`config.mk`:
```
export PLATFORM = sky130hd
export DESIGN_NAME = fetch_stage_flat
export DESIGN_NICKNAME = d
export VERILOG_FILES = /design/src/rtl/fetch_stage_if.sv /design/src/rtl/fetch_stage.sv /design/src/flat_wrapper.sv
export SDC_FILE = /design/constraint.sdc
export NUM_CORES = 1
export LEC_CHECK = 0
export ABC_AREA = 1
export CAP_MARGIN = 20
export CORE_AREA = 2 2 112 114
export CTS_BUF_LIST = sky130_fd_sc_hd__clkbuf_8
export DETAILED_ROUTE_END_ITERATION = 6
export DIE_AREA = 0 0 114 116
export GPL_ROUTABILITY_DRIVEN = 0
export GPL_TIMING_DRIVEN = 0
export PLACE_DENSITY = 0.77
export RECOVER_POWER = 25
export SYNTH_ARGS = -nofsm -noshare
export SYNTH_HDL_FRONTEND = slang
export SYNTH_SLANG_ARGS = --single-unit
```
`constraint.sdc`:
```
create_clock -name clock -period 1.7 [get_ports clock]
set_clock_uncertainty 0.05 [all_clocks]
set_input_delay 0.17 -clock clock [delete_from_list [all_inputs] [get_ports clock]]
set_output_delay 0.17 -clock clock [all_outputs]
set_load 0.005 [all_outputs]
```
`src/rtl/fetch_stage_if.sv`:
```
// -----------------------------------------------------------------------------
// fetch_stage_if
// Instruction-memory read channel between the fetch stage and the memory.
//   imem_req   : read request, held while a fetch is outstanding
//   imem_addr  : word-aligned read address, stable until imem_ready
//   imem_ready : read data valid this cycle
//   imem_rdata : read data
// master = fetch stage, slave = instruction memory.
// -----------------------------------------------------------------------------
interface fetch_stage_if;
  logic        imem_req;
  logic [31:0] imem_addr;
  logic        imem_ready;
  logic [31:0] imem_rdata;

  modport master (
    output imem_req,
    output imem_addr,
    input  imem_ready,
    input  imem_rdata
  );

  modport slave (
    input  imem_req,
    input  imem_addr,
    output imem_ready,
    output imem_rdata
  );
endinterface : fetch_stage_if

```
`src/rtl/fetch_stage.sv`:
```
// -----------------------------------------------------------------------------
// fetch_stage
// Instruction fetch with a variable-latency instruction memory. A request is
// kept outstanding on the current PC until the memory answers. If decode is
// stalled when the word arrives, the word is parked in a buffer (HELD) and the
// memory is left idle until the stall drops.
//
// Ports
//   clock            : single clock, rising edge
//   reset            : synchronous, active-high
//   StallF           : hazard-unit stall, holds PC and the current fetch
//   pc_src_D         : branch/jump taken (from decode)
//   pc_branch_D      : redirect target (from decode)
//   imem             : instruction-memory read channel (master side)
//   pc_plus_four_F   : PC+4 of the instruction on instruction_F
//   instruction_F    : fetched instruction for the IF/ID register
//   fetch_busy       : stall request while memory is outstanding
//   fetch_misaligned : sticky flag, redirect target had nonzero bits [1:0]
//   fetch_count      : number of instructions handed to decode (wraps)
// -----------------------------------------------------------------------------
module fetch_stage #(
  parameter logic [31:0] RESET_PC = 32'h0000_0000,
  parameter logic [31:0] NOP_WORD = 32'h0000_0000
) (
  input  logic          clock,
  input  logic          reset,
  input  logic          StallF,
  input  logic          pc_src_D,
  input  logic [31:0]   pc_branch_D,
  fetch_stage_if.master imem,
  output logic [31:0]   pc_plus_four_F,
  output logic [31:0]   instruction_F,
  output logic          fetch_busy,
  output logic          fetch_misaligned,
  output logic [31:0]   fetch_count
);

  typedef enum logic {
    S_FETCH = 1'b0,   // request outstanding on pc_q
    S_HELD  = 1'b1    // word captured in buf_q, waiting for StallF to drop
  } state_e;

  state_e      state_q, state_d;
  logic [31:0] pc_q;
  logic [31:0] buf_q;
  logic        misaligned_q;
  logic [31:0] count_q;

  logic [31:0] pc_plus_four;
  logic [31:0] next_pc;
  logic        advance;
  logic        capture;

  assign pc_plus_four = pc_q + 32'd4;   // 32-bit wrap, carry discarded
  assign next_pc      = pc_src_D ? {pc_branch_D[31:2], 2'b00} : pc_plus_four;

  // ---------------------------------------------------------------------------
  // State register
  // ---------------------------------------------------------------------------
  // NOTE: sequential state uses non-blocking assignments so every register
  // samples the pre-edge values, independent of process evaluation order.
  always_ff @(posedge clock) begin
    if (reset) state_q <= S_FETCH;
    else       state_q <= state_d;
  end

  // ---------------------------------------------------------------------------
  // Next-state logic
  // ---------------------------------------------------------------------------
  // NOTE: every combinational output gets a default first so no path leaves a
  // signal unassigned, which would infer a latch.
  always_comb begin
    state_d = state_q;
    advance = 1'b0;
    capture = 1'b0;
    unique case (state_q)
      S_FETCH: begin
        // With imem_ready low nothing moves, whatever StallF or pc_src_D say.
        if (imem.imem_ready) begin
          if (StallF) begin
            capture = 1'b1;
            state_d = S_HELD;
          end else begin
            advance = 1'b1;
          end
        end
      end
      S_HELD: begin
        // Memory is idle here; imem_ready/imem_rdata are ignored.
        if (!StallF) begin
          advance = 1'b1;
          state_d = S_FETCH;
        end
      end
      default: state_d = S_FETCH;
    endcase
  end

  // ---------------------------------------------------------------------------
  // Output logic
  // ---------------------------------------------------------------------------
  always_comb begin
    imem.imem_req  = 1'b0;
    imem.imem_addr = pc_q;   // pc_q only moves on an advance, so the address is stable
    fetch_busy     = 1'b0;
    instruction_F  = NOP_WORD;
    unique case (state_q)
      S_FETCH: begin
        imem.imem_req = 1'b1;
        fetch_busy    = !imem.imem_ready;
        instruction_F = imem.imem_ready ? imem.imem_rdata : NOP_WORD;
      end
      S_HELD: begin
        instruction_F = buf_q;
      end
      default: ;
    endcase
  end

  assign pc_plus_four_F   = pc_plus_four;
  assign fetch_misaligned = misaligned_q;
  assign fetch_count      = count_q;

  // ---------------------------------------------------------------------------
  // Datapath registers: PC, held word, misaligned flag, handoff counter.
  // Redirect inputs are only looked at on an advance edge.
  // ---------------------------------------------------------------------------
  always_ff @(posedge clock) begin
    if (reset) begin
      pc_q         <= RESET_PC;
      buf_q        <= NOP_WORD;
      misaligned_q <= 1'b0;
      count_q      <= 32'd0;
    end else begin
      if (capture) buf_q <= imem.imem_rdata;
      if (advance) begin
        pc_q    <= next_pc;
        count_q <= count_q + 32'd1;
        if (pc_src_D && (pc_branch_D[1:0] != 2'b00)) misaligned_q <= 1'b1;
      end
    end
  end

endmodule : fetch_stage

```
`src/flat_wrapper.sv`:
```
// flat-port wrapper written by rule: the top's interface ports become plain ports
module fetch_stage_flat 
#(
  parameter logic [31:0] RESET_PC = 32'h0000_0000,
  parameter logic [31:0] NOP_WORD = 32'h0000_0000
)
  (clock, reset, StallF, pc_src_D, pc_branch_D, pc_plus_four_F, instruction_F, fetch_busy, fetch_misaligned, fetch_count, imem_imem_req, imem_imem_addr, imem_imem_ready, imem_imem_rdata);
  fetch_stage_if imem_i ();
  input  logic clock;
  input  logic reset;
  input  logic StallF;
  input  logic pc_src_D;
  input  logic [31:0] pc_branch_D;
  output logic [31:0] pc_plus_four_F;
  output logic [31:0] instruction_F;
  output logic fetch_busy;
  output logic fetch_misaligned;
  output logic [31:0] fetch_count;
  output wire logic [$bits(imem_i.imem_req)-1:0] imem_imem_req;
  output wire logic [$bits(imem_i.imem_addr)-1:0] imem_imem_addr;
  input wire logic [$bits(imem_i.imem_ready)-1:0] imem_imem_ready;
  input wire logic [$bits(imem_i.imem_rdata)-1:0] imem_imem_rdata;
  assign imem_imem_req = imem_i.imem_req;
  assign imem_imem_addr = imem_i.imem_addr;
  assign imem_i.imem_ready = imem_imem_ready;
  assign imem_i.imem_rdata = imem_imem_rdata;
  fetch_stage #(.RESET_PC(RESET_PC), .NOP_WORD(NOP_WORD)) u_core (.clock(clock), .reset(reset), .StallF(StallF), .pc_src_D(pc_src_D), .pc_branch_D(pc_branch_D), .imem(imem_i), .pc_plus_four_F(pc_plus_four_F), .instruction_F(instruction_F), .fetch_busy(fetch_busy), .fetch_misaligned(fetch_misaligned), .fetch_count(fetch_count));
endmodule
```
==> summary.md, run 1 <==
| Metric | Value |
|---|---|
| Deepest clock path buffer count | `2` |
| Status | `finished with violations` |
| Failing checks | `setup timing` |
| Slew Limit Fails | `0` |
| CP Class | `reg2out` |
| Post-Syn Instances | `825` |
| CP Cell Sequence | `ha_4 -> nand2_4 -> nor2_4 -> nand2_4 -> nor2_4 -> buf_6 -> nand3_2 -> and2_4 -> buf_6` |
| Die Span Y | `116 um` |
| Max Freq | `0.469 GHz` |
| Max_cap viols | `0` |
| H-tree depth | `3` |
| Post-Syn Area | `5380 sq um` |
| Die Wd | `114 um` |
| Port Buffers | `195` |
| Critical Path Fanout Max | `4` |
| Final Hold Viols | `0` |
| Tightest Pin Transition | `0.695 ns` |
| Average size of a mapped cell | `6.52 sq um` |
| Worst EP required | `1.48 ns` |
| Setup Viol. Count Final | `63` |
| Slew Limit Headroom | `0.537` |
| CP arrival | `1.91 ns` |
| PwrDens | `601 nW/um^2` |
| Worst path buffer plus inverter count | `2` |
| Top FF cell, synth | `dfxtp_1` |
| Commonest non-fill, non-tap cell in the layout | `nand2_1` |
| Largest net degree at the start of global routing | `15` |
| Die area | `13200 sq um` |
| CTS Hold Bufs | `0` |
| Lkg Pwr | `3.60 nW` |
| Initial DRC Count | `608` |
| ANT nets after route | `0` |
| Post-DP HPWL | `13200 um` |
| CTS tree | `done` |
| RSZ-0062 raised after global routing | `yes` |
| Worst R2R End | `u_core.imem.imem_addr[27]` |
| Worst-skew pair later-pin latency | `0.38 ns` |
| Async S/R FF share, synth | `0` |
| Most frequent cells in the layout | `nand2_1 (162), nor2_1 (141), clkdlybuf4s50_1 (125)` |
| Post-detailed-route DRC marker count | `0` |
| Worst reg2reg path startpoint | `u_core.imem.imem_addr[2]` |
| Core footprint | `11900 sq um` |
| Minimum clock period | `2.13 ns` |
| EDFF count, synth | `0` |
| Vias per inst | `5.47` |
| Critical path depth | `9` |
| Final nets | `1171` |
| Final WS setup | `-0.433 ns` |
| Via Count | `6846` |
| Crit path from | `u_core.imem.imem_addr[2]` |
| Worst setup path end | `pc_plus_four_F[22]` |
| Worst VDD drop | `0.447 mV` |
| P&R area growth vs syn | `62.2%` |
| Util after Layout | `0.733` |
| Pre-CTS setup slack | `-0.667 ns` |
| Row Count | `40` |
| Final wirelength | `21000 um` |
| Initial Util | `0.452` |
| Worst hold path type | `in2reg` |
| CTS sink count | `96` |
| Drt first pass iters | `7` |
| Final Cycle Share | `1.25` |
| Gr ovfl total | `0` |
| First-pass GRT wire length | `31300 um` |
| Sequential-to-total area share from yosys stat | `0.357` |
| I/O pin cnt | `200` |
| ANT cells | `0` |
| GRT Overall Usage | `0.298` |
| Layout fillers | `995` |
| CP endpoint kind | `output port` |
| Yosys cell types | `31` |
| Hold Slack | `0.278 ns` |
| Share of layout cells above drive strength 1 | `0.270` |
| Initial antenna violation count | `0` |
| Critical path's slowest cell | `dfxtp_4` |
| Total CTS buffers | `9` |
| Yosys reg bits | `96` |
| Vias in the first global route | `6354` |
| Worst R2R Path Depth | `15` |
| Synthesis warning total | `0` |
| Root Driver | `clkbuf_8` |
| Worst path max stage delay | `0.38 ns` |
| Reg2reg setup slack | `-0.24 ns` |
| Cell family contributing the most delay on the critical path | `simple AND/OR/NAND/NOR gates` |
| Startpoint Class | `flip-flop` |
| Hold Path Origin | `imem_imem_ready` |
| Clk pin slew, worst setup/hold paths | `0.10 ns` |
| Wire per inst | `16.8 um` |
==> sequential cells by signal, summed over array words and instances (netlist names) <==
register and count:
u_core.buf_q 32, u_core.fetch_count 32, u_core.fetch_misaligned 1, u_core.imem.imem_addr 30, u_core.state_q 1
==> worst reg2reg max path, delay by kind of cell (launching register included) <==
family	cells	cell delay, ns
flip-flops	1	0.38
AO/OA/AOI/OAI	1	0.16
AND/OR/NAND/NOR	6	0.58
buffers and inverters	8	0.70
==> how the worst min path moves through the flow <==
stage / endpoint / slack (ns) / cells after the start
2_1_floorplan: u_core.fetch_count[7] / 0.27 / 2
3_3_place_gp: u_core.fetch_misaligned / 0.40 / 2
3_5_place_dp: u_core.fetch_misaligned / 0.42 / 2
4_1_cts: u_core.state_q / 0.29 / 3
5_1_grt: u_core.state_q / 0.29 / 3
6_report: u_core.state_q / 0.28 / 3
==> Yosys cell counts (9+ instances only) <==
library cell / instances / area [sq um]
nand2_1: 185 / 694
nor2_1: 159 / 597
dfxtp_1: 96 / 1920
a21oi_1: 76 / 380
o21ai_0: 75 / 375
inv_1: 52 / 195
nand3_1: 34 / 170
a22o_1: 32 / 280
clkbuf_1: 22 / 82.6
buf_2: 10 / 50.1
nor2_2: 9 / 56.3
xor2_1: 9 / 78.8
==> power breakdown <==
part / switching, mW / internal, mW
Combinational: 0.538 / 0.641
Clock: 0.823 / 0.746
Sequential: 0.141 / 2.36
Total: 1.50 / 3.75
==> logic make-up (layout without fill, tap and decap cells) <==
family	count (synthesis)	after routing	synth area share
buffers and inverters	94	370	0.0714
adders and majority gates	2	2	0.00465
and+or+nand+nor	425	425	0.334
DFF	96	96	0.357
xor gates and xnor gates	17	17	0.0305
AOI/OAI and AO/OA	190	190	0.202
other	1	4	0.000697
==> cell type report <==
cell class | count | area (sq um) | share of cell area
buffer | 40 | 273 | 0.0312
clock buffer | 11 | 151 | 0.0173
clock inverter | 4 | 46.3 | 0.00530
inverter | 53 | 201 | 0.0231
multi-input combinational | 638 | 3560 | 0.407
sequential | 96 | 1990 | 0.228
tap | 147 | 184 | 0.0211
timing repair buffer | 262 | 2330 | 0.266
==> metal layers <==
layer | wire length [um] | global-route usage | vias up | part of all wire
li1 | - | - | 3241 | -
met1 | 8140 | 0.348 | 3125 | 0.39
met2 | 9820 | 0.502 | 382 | 0.47
met3 | 1910 | 0.0800 | 98 | 0.091
met4 | 1140 | 0.162 | 0 | 0.054
met5 | 0 | 0 | - | 0
==> per-stage QoR <==
| stage | cells | setup TNS [ns] | power [mW] | area [sq um] |
|---|---|---|---|---|
| floorplan | 828 | 0 | 2.93 | 5390 |
| global placement | 1170 | -45.08 | 3.56 | 7530 |
| detailed placement | 1170 | -46.24 | 3.57 | 7530 |
| CTS | 1243 | -9.15 | 5.19 | 8390 |
| global route | 1251 | -19.92 | 5.48 | 8730 |
| finish | 1251 | -12.53 | 5.25 | 8730 |
==> timing repair <==
| action | in CTS | in global routing |
|---|---|---|
| pin swaps | 61 | 35 |
| endpoints found under the setup margin | 91 | 131 |
| buffers inserted | 65 | 18 |
| cloned | 4 | 0 |
| gates resized for setup | 383 | 105 |
Power figures use the tool's default switching activity.
==> run 2, diff against run 1 <==
--- a/config.mk
+++ b/config.mk
@@ -7,13 +7,13 @@
 export LEC_CHECK = 0
 export ABC_AREA = 1
 export CAP_MARGIN = 20
-export CORE_AREA = 2 2 112 114
+export CORE_AREA = 2 2 133 135
 export CTS_BUF_LIST = sky130_fd_sc_hd__clkbuf_8
 export DETAILED_ROUTE_END_ITERATION = 6
-export DIE_AREA = 0 0 114 116
+export DIE_AREA = 0 0 135 137
 export GPL_ROUTABILITY_DRIVEN = 0
 export GPL_TIMING_DRIVEN = 0
-export PLACE_DENSITY = 0.77
+export PLACE_DENSITY = 0.56
 export RECOVER_POWER = 25
 export SYNTH_ARGS = -nofsm -noshare
 export SYNTH_HDL_FRONTEND = slang
==> run 2 against run 1 <==
The run still ends with setup timing left. Largest power group unchanged. Clock power hardly changed. Non-clock buffer count is 1 higher. Worst hold slack got worse by 0.14 ns. Critical path depth increased by 1. Final cell count up 6.5%.
==> summary.md, run 2 (synthesis results as in run 1) <==
| Metric | Value |
|---|---|
| Final Instance Area | `8850 sq um` |
| Most frequent cells in the layout | `nand2_1 (148), nor2_1 (138), clkdlybuf4s50_1 (129)` |
| Deepest clock path buffer count | `2` |
| Final WS setup | `-0.388 ns` |
| RSZ-0062 raised after global routing | `yes` |
| CP Class | `reg2out` |
| Final nets | `1172` |
| Share of layout cells above drive strength 1 | `0.278` |
| Initial Util | `0.316` |
| Largest net degree at the start of global routing | `16` |
| Worst-skew pair later-pin latency | `0.38 ns` |
| Die area | `18500 sq um` |
| Tightest Pin Transition | `0.595 ns` |
| Area after DPL | `7630 sq um` |
| Status | `finished with violations` |
| Core footprint | `17100 sq um` |
| ANT nets after route | `0` |
| Slew Limit Headroom | `0.602` |
| Wire per inst | `15.2 um` |
| Worst hold path type | `in2reg` |
| Row Count | `48` |
| PwrDens | `592 nW/um^2` |
| Vias per inst | `4.84` |
| Final wirelength | `20200 um` |
| Register area | `2000 sq um` |
| I/O pin cnt | `200` |
| Final Hold Viols | `0` |
| Vias in the first global route | `6076` |
| Max Freq | `0.479 GHz` |
| Root Driver | `clkbuf_8` |
| Post-detailed-route DRC marker count | `0` |
| Die Span Y | `137 um` |
| Drt first pass iters | `5` |
| Gr ovfl total | `0` |
| First-pass GRT wire length | `31100 um` |
| CTS tree | `done` |
| Final Cycle Share | `1.23` |
| Layout fillers | `1720` |
| Total CTS buffers | `9` |
| Initial antenna violation count | `2` |
| Worst EP required | `1.48 ns` |
| Pre-CTS setup slack | `-0.664 ns` |
| Setup TNS | `-12.36 ns` |
| Die Wd | `135 um` |
| Commonest non-fill, non-tap cell in the layout | `nand2_1` |
| Slew Limit Fails | `0` |
| Multi-input gate area | `3530 sq um` |
| Max_cap viols | `0` |
| Critical Path Fanout Max | `5` |
| Via Count | `6448` |
| Setup Viol. Count Final | `84` |
| Startpoint Class | `flip-flop` |
| Util after Layout | `0.519` |
| Port Buffers | `195` |
| Lkg Pwr | `3.56 nW` |
| Worst VDD drop | `0.343 mV` |
| CP endpoint kind | `output port` |
| CTS sink count | `96` |
| Initial DRC Count | `308` |
| H-tree depth | `3` |
| Minimum clock period | `2.09 ns` |
| P&R area growth vs syn | `64.5%` |
| Clk pin slew, worst setup/hold paths | `0.10 ns` |
| Failing checks | `setup timing` |
| GRT Overall Usage | `0.213` |
| CP arrival | `1.87 ns` |
| Post-DP HPWL | `14500 um` |
-- run 2: report_power, final --
part | leakage, nW | internal (mW) | total, mW | switching [mW]
Combinational | 2.65 | 0.650 | 1.17 | 0.525
Clock | 0.109 | 0.717 | 1.58 | 0.863
Sequential | 0.802 | 2.36 | 2.49 | 0.131
-- run 2: metrics by stage --
step | power (mW) | cells | hold slack [ns]
6_report | 5.24 | 1332 | 0.140
2_1_floorplan | 2.93 | 828 | 0.275
5_1_grt | 5.50 | 1332 | 0.149
3_3_place_gp | 3.59 | 1248 | 0.413
3_5_place_dp | 3.59 | 1248 | 0.427
4_1_cts | 5.24 | 1313 | 0.288
-- run 2: layer usage --
layer	wire length [um]	global-route usage
met4	490	0.0648
met5	0	0
met1	8570	0.262
met3	1610	0.0607
met2	9520	0.361
-- run 2: what timing repair did --
item / CTS / global route
cloned: 4 / 0
hold buffers: 0 / 0
endpoints found under the setup margin: 103 / 136
gates resized for setup: 381 / 107
setup buffers: 45 / 26
pin swaps: 48 / 49
-- run 2: final cells by class --
| class | instances | area share |
|---|---|---|
| multi-input cells | 638 | 0.399 |
| repair buffers | 265 | 0.270 |
| flip-flops and latches | 96 | 0.226 |
| well taps | 225 | 0.0318 |
| plain buffers | 38 | 0.0280 |
| inverters | 53 | 0.0230 |
| clock buffers | 10 | 0.0155 |
| clock inverters | 6 | 0.00678 |
| diodes | 1 | 0.000283 |
-- run 2: worst paths after layout --
path / slack [ns] / from / depth (start not counted) / end
setup / recovery: -0.39 / u_core.imem.imem_addr[7] / 10 / pc_plus_four_F[29]
hold / removal: 0.14 / imem_imem_ready / 3 / u_core.state_q
setup reg to reg: -0.21 / u_core.state_q / 8 / u_core.fetch_count[4]
hold reg to reg: 0.44 / u_core.buf_q[5] / 2 / u_core.buf_q[5]
-- run 2: critical path, stage by stage (launching register included) --
cell and delay (ns):
dfxtp_4 0.39, nand2_1 0.10, nor2_2 0.19, nand2_4 0.12
buf_6 0.14, nor2_4 0.10, buf_6 0.12, nand2_2 0.05
nand2_2 0.06, nand2_2 0.07, buf_2 0.13
